===== src/rtl/sat_counter.sv =====
// rtl/sat_counter.sv - saturating event counter with synchronous clear
`timescale 1ns/1ps
module sat_counter #(
  parameter int W = 8
) (
  input  logic         clk,
  input  logic         rst,
  input  logic         inc,
  input  logic         clr,
  output logic [W-1:0] count
);

  localparam logic [W-1:0] MAX_COUNT = {W{1'b1}};

  // A clear that coincides with an event keeps that event.
  always_ff @(posedge clk or posedge rst) begin
    if (rst) begin
      count <= '0;
    end else if (clr) begin
      count <= inc ? W'(1) : '0;
    end else if (inc && (count != MAX_COUNT)) begin
      count <= count + W'(1);
    end
  end

endmodule


===== config.mk =====
export PLATFORM = sky130hd
export DESIGN_NAME = sat_counter
export DESIGN_NICKNAME = d
export VERILOG_FILES = /design/src/rtl/sat_counter.sv
export SDC_FILE = /design/constraint.sdc
export NUM_CORES = 1
export LEC_CHECK = 0
export CAP_MARGIN = 20
export CORE_AREA = 5 5 42 44
export DETAILED_ROUTE_END_ITERATION = 7
export DIE_AREA = 0 0 47 49
export DONT_BUFFER_PORTS = 1
export PLACE_DENSITY = 0.53
export SYNTH_ARGS = -nofsm -noshare
export SYNTH_HDL_FRONTEND = slang
export SYNTH_SLANG_ARGS = --single-unit

===== constraint.sdc =====
create_clock -name clk -period 3.3 [get_ports clk]
set_clock_uncertainty 0.15 [all_clocks]
set_input_delay 0.495 -clock clk [delete_from_list [all_inputs] [get_ports clk]]
set_output_delay 0.495 -clock clk [all_outputs]
set_load 0.02 [all_outputs]

==> results.md, run 1 <==
- Biggest regs: count: 8 flops
- Least-Margin Pin Slew: 0.387 ns
- Row cnt: 14
- Clock Path Buffers: 2
- Num CTS Buffers: 3
- Post-synth ARST share: 100%
- Setup crit start kind: register
- Worst Path Required: 3.27 ns
- Final setup fails: 0
- DRC viols: 0
- Max FFs per register: 8
- Avg Inst Size Synth: 9.58 um2
- Worst Hold Class: input pin to register
- Most frequent cell after synthesis: dfrtp_1
- CTS clk-pin slew, worst paths: 0.05 ns
- Num ports: 12
- Proportion of synthesized area in mux cells: 2.22%
- Number of global-route vias before repair: 368
- Flop and latch count out of synthesis: 8
- R2R setup slack: 1.50 ns
- Total Die Area: 2300 um2
- Routed Antenna Nets: 0
- Ant diodes: 0
- Yosys top cell area share: 44.4%
- Number of buffers added on ports: 0
- Post-synthesis simple-gate area fraction: 22.8%
- Bufs and invs on worst path: 0
- Fmax: 556 MHz
- First-pass GRT wire length: 1.79 mm
- Crit path DAT: 1.77 ns
- Top cells by area, synth: dfrtp_1, a211oi_1, nand2_1
- Fin nets: 58
- Clk Latency, worst-skew pair: 0.25 ns
- Syn Inst Count: 47
- Share of cells above drive strength 1: 9.80%
- Routed Wire Length: 1.05 mm
- Final Hold Violating Endpoints: 0
- Sequential-to-total area share from yosys stat: 44.4%
- CP max stage delay: 0.48 ns
- Placer Congestion: 0.735
- TritonCTS clock tree: built
- Cells along the critical path: ha_1, and3_1, o311ai_0, o41ai_1
- Final setup TNS: 0 ns
- Largest family of logic cells by synthesized area: compound AO/OA/AOI/OAI gates
- Pin count of the biggest net entering global routing: 9
- Die W: 47 um
- Critical path's slowest cell: dfrtp_1
- Drt first pass iters: 2
- Fin crit period: 1.80 ns
- NetSw: 0.0000506 W
- 1st-iter DRT viols: 6
- Core area: 1400 um2
- Int Pwr: 0.000150 W
- Die extent in y: 49 um
- Congestion Overflow GR: 0
- Crit end category: register
- Max Cap Viol: 0
- Largest Register: count
- Post-DP HPWL: 787 um
- Status: finished clean
- Synth area leader: dfrtp_1
- Synth cell types: 24
- Lkg Pwr: 0.208 nW
- Syn_nets: 52
- GRT Resource Usage Total: 11.0%
- Setup CP Type: register to register
- Vias: 391
- Clock group share of total power: 36.7%
- Synth cell count leaders: dfrtp_1, nand2_1, inv_1
- Slew Limit Fails: 0
- Unrepaired setup endpoints after global routing: false
- Netlist Area Pre-Place: 450 um2
- DR vias/cell: 5.84
- Post-Synth Adder-Cell Area: 2.78%
- Synth Area in XOR/XNOR: 0%
- Clock Root Buffer: clkbuf_4
- Initial Utilization: 32.1%
- Sequential fraction of design power: 55.8%
- Combinational share of power: 7.5%
- Synthesis Warnings: 0
- CTS sink count: 8
- Max IR drop VDD: 223 uV
- H-tree depth: 1
- Post-synth EDFFs: 0
- Crit Path Max Fanout: 5
- Power density cells: 399 nW/um2
- Compound-cell area share of the yosys netlist: 24.4%
- Area Growth Syn to Fin: 11.7%
- WL per Instance: 15.6 um
- Antenna violations before repair: 0
- Synth Flop Type: dfrtp_1
- Final period util: 54.5%
- Crit-path leading delay family: flip-flops
- Hold WS: 0.155 ns
- Sw frac: 25.2%
- Slew HR: 74.2%
## through the flow
step | cells | total power [W] | utilization (%) | setup slack (ns) | instance area (um2)
6_report | 67 | 0.000200 | 35.9 | 1.50 | 503
3_3_place_gp | 63 | 0.000128 | 33.6 | 1.56 | 470
3_5_place_dp | 63 | 0.000128 | 33.6 | 1.51 | 470
5_1_grt | 67 | 0.000216 | 35.9 | 1.42 | 503
2_1_floorplan | 47 | 0.000124 | - | 1.62 | 450
4_1_cts | 67 | 0.000206 | 35.9 | 1.50 | 503
## cell usage in the layout (no fill, tap or decap), drive strengths merged, types with 2 or more instances in the layout
cell type / instances
dfrtp: 8
o311ai: 2
clkbuf: 3
a211oi: 3
o21ai: 2
nand2: 6
inv: 4
a21oi: 3
nand4: 3
nand3: 3
## per-layer routing
metal / track usage [%] / share of wire, % / wire length (um) / vias to the layer above
li1: - / - / - / 199
met1: 12.9 / 46 / 479 / 175
met5: 0 / 0 / 0 / -
met2: 15.2 / 43 / 452 / 15
met3: 7.75 / 9.8 / 102 / 2
met4: 4.15 / 1.1 / 12 / 0
## layout make-up
| cell class | instances | area [um2] |
|---|---|---|
| inverters | 4 | 15.0 |
| repair buffers | 1 | 10.0 |
| well taps | 16 | 20.0 |
| multi-input cells | 35 | 235 |
| fillers | 148 | 898 |
| clock buffers | 3 | 22.5 |
| flip-flops and latches | 8 | 200 |
## cells by family (layout without fill, tap and decap cells)
kind of cell | count (synthesis) | in the layout
AOI/OAI and AO/OA | 15 | 15
and+or+nand+nor | 18 | 18
buffers and inverters | 4 | 8
adders and majority gates | 1 | 1
DFF | 8 | 8
muxes | 1 | 1
## what timing repair did
| item | 4_1_cts | 5_1_grt |
|---|---|---|
| buffers inserted | 0 | 0 |
| endpoints found under the hold margin | 8 | 0 |
| hold buffers | 1 | 0 |
| gates resized for setup | 0 | 0 |
## worst paths after layout
kind                       startpoint        to  cells after the start
setup / recovery             count[0]  count[7]                      4
hold / removal                    clr  count[4]                      1
setup reg to reg             count[0]  count[7]                      4
hold reg to reg              count[1]  count[1]                      2
max in group asynchronous         rst  count[3]                      2
min in group asynchronous         rst  count[7]                      2
## power by group through the flow
stage | logic, W | clock network (W) | registers (W)
floorplan | 0.0000117 | 0 | 0.000112
global placement | 0.0000145 | 0 | 0.000113
detailed placement | 0.0000146 | 0 | 0.000114
CTS | 0.0000156 | 0.0000788 | 0.000112
global route | 0.0000180 | 0.0000853 | 0.000113
finish | 0.0000150 | 0.0000736 | 0.000112
Note: power is estimated with default switching activity, not from simulation.
==> run 2, diff against run 1 <==
--- a/config.mk
+++ b/config.mk
@@ -10,7 +10,7 @@
 export DETAILED_ROUTE_END_ITERATION = 7
 export DIE_AREA = 0 0 47 49
 export DONT_BUFFER_PORTS = 1
-export PLACE_DENSITY = 0.53
+export PLACE_DENSITY = 0.54
 export SYNTH_ARGS = -nofsm -noshare
 export SYNTH_HDL_FRONTEND = slang
 export SYNTH_SLANG_ARGS = --single-unit
==> constraint.sdc (replaced) <==
create_clock -name clk -period 1.5 [get_ports clk]
set_clock_uncertainty 0.15 [all_clocks]
set_input_delay 0.225 -clock clk [delete_from_list [all_inputs] [get_ports clk]]
set_output_delay 0.225 -clock clk [all_outputs]
set_load 0.02 [all_outputs]
==> results.md, run 2 (same netlist as run 1, synthesis figures left out) <==
- Max FFs per register: 8
- Worst Hold Class: input pin to register
- Final Hold Violating Endpoints: 0
- Final setup TNS: 0 ns
- Power density cells: 772 nW/um2
- DR vias/cell: 5.81
- DR top layer: met4
- Placer Congestion: 0.720
- Max Cap Viol: 0
- Slew Limit Fails: 0
- Worst r2r src: count[0]
- Clock group share of total power: 36.1%
- Num ports: 12
- H-tree depth: 1
- Setup crit start kind: input pin
- Initial Utilization: 32.1%
- TritonCTS clock tree: built
- CTS sink count: 8
- Die extent in y: 49 um
- Num CTS Buffers: 3
- Crit Path Max Fanout: 6
- Final period util: 95.5%
- Sequential fraction of design power: 48.0%
- Routed Antenna Nets: 0
- First-pass GRT wire length: 1.95 mm
- Status: finished clean
- Crit end category: register
- Lkg Pwr: 0.262 nW
- Setup CP Type: input pin to register
- CTS clk-pin slew, worst paths: 0.06 ns
- Drt first pass iters: 4
- Pre-CTS setup slack: 0.0379 ns
- Hold WS: 0.00483 ns
- Unrepaired setup endpoints after global routing: false
- Int Pwr: 0.000349 W
- Die W: 47 um
- Final setup fails: 0
- Clk Latency, worst-skew pair: 0.26 ns
- DRC viols: 0
- Combinational share of power: 15.8%
- Routed Wire Length: 1.21 mm
- Fin nets: 70
- Sw frac: 27.6%
- Number of buffers added on ports: 0
- Biggest regs: count: 8 flops
- Pin count of the biggest net entering global routing: 9
- Crit path to: count[5]
- WL per Instance: 15.3 um
- Setup ws final: 0.0677 ns
- Row cnt: 14
- Post-DP HPWL: 872 um
- NetSw: 0.000133 W
- Congestion Overflow GR: 0
- Area Growth Syn to Fin: 38.6%
- Clock Path Buffers: 2
- R2R setup slack: 0.07 ns
- Vias: 459
- Largest Register: count
- Fin crit period: 1.43 ns
- Antenna violations before repair: 0
- Least-Margin Pin Slew: 0.348 ns
- CP startpoint: clr
- Share of cells above drive strength 1: 31.7%
- Core Util, Final: 44.6%
- 1st-iter DRT viols: 4
- Crit path DAT: 1.47 ns
- Most common cell after layout, fill and taps aside: buf_4
- Clock Root Buffer: clkbuf_4
- Worst r2r dst: count[7]
- Core area: 1400 um2
- Met3 Wirelength: 95 um
- GRT Resource Usage Total: 12.1%
- Fmax: 698 MHz
- Met2 routed WL: 579 um
- Worst Path Required: 1.54 ns
- Ant diodes: 0
- Number of global-route vias before repair: 430
- Met1 WL: 516 um
- Cell count of the worst reg-to-reg path: 4
- Most frequent cells in the layout: buf_4, nand2_1, dfrtp_1, inv_1
- Slew HR: 76.8%
- # Post-CTS Setup Buffers: 0
- Total Die Area: 2300 um2
- Max IR drop VDD: 396 uV
## run 2: stage by stage
stage	cell area [um2]	instances	total power [W]
4_1_cts	608	79	0.000489
3_5_place_dp	556	73	0.000301
5_1_grt	624	79	0.000518
3_3_place_gp	556	73	0.000300
2_1_floorplan	460	47	0.000276
6_report	624	79	0.000482
## run 2: area by class of cell
| type | instances | area [um2] |
|---|---|---|
| clock buffer | 3 | 22.5 |
| tap | 16 | 20.0 |
| fill | 147 | 777 |
| inverter | 4 | 15.0 |
| timing repair buffer | 13 | 105 |
| multi-input combinational | 35 | 259 |
| sequential | 8 | 203 |
## run 2: how the worst min path moves through the flow
stage | startpoint | endpoint | slack [ns] | cells after the start
floorplan | rst | count[2] | -0.11 | 1
global placement | rst | count[4] | -0.06 | 1
detailed placement | rst | count[5] | -0.05 | 1
CTS | inc | count[0] | 0.001 | 2
global route | inc | count[0] | 0.004 | 2
finish | clr | count[3] | 0.005 | 2
## run 2: power groups by stage
stage | clock [W] | sequential [W] | combinational, W
2_1_floorplan | 0 | 0.000249 | 0.0000269
3_3_place_gp | 0 | 0.000234 | 0.0000652
3_5_place_dp | 0 | 0.000235 | 0.0000658
4_1_cts | 0.000183 | 0.000231 | 0.0000749
5_1_grt | 0.000202 | 0.000232 | 0.0000845
6_report | 0.000174 | 0.000231 | 0.0000764
## run 2: per-layer routing
| metal | vias up | track usage [%] |
|---|---|---|
| met5 | - | 0 |
| met4 | 0 | 8.29 |
| met3 | 2 | 4.06 |
| met2 | 17 | 16.5 |
| met1 | 219 | 15.4 |
| li1 | 221 | - |
## run 2: timing repair
| item | 4_1_cts | 5_1_grt |
|---|---|---|
| hold buffers | 3 | 0 |
| endpoints found under the hold margin | 13 | 0 |
| gates resized for setup | 0 | 2 |
| endpoints found under the setup margin | 0 | 1 |
## run 2: worst max-delay path, stage by stage
cell and delay, ns:
dlygate4sd3_1 0.64, or4_1 0.53, o21ai_0 0.08
==> run 3, diff against run 2 <==
--- a/config.mk
+++ b/config.mk
@@ -7,6 +7,7 @@
 export LEC_CHECK = 0
 export CAP_MARGIN = 20
 export CORE_AREA = 5 5 42 44
+export CTS_CLUSTER_SIZE = 10
 export DETAILED_ROUTE_END_ITERATION = 7
 export DIE_AREA = 0 0 47 49
 export DONT_BUFFER_PORTS = 1
==> results of run 3 <==
Same layout as run 2: the final DEF is identical, and so are final timing and power.
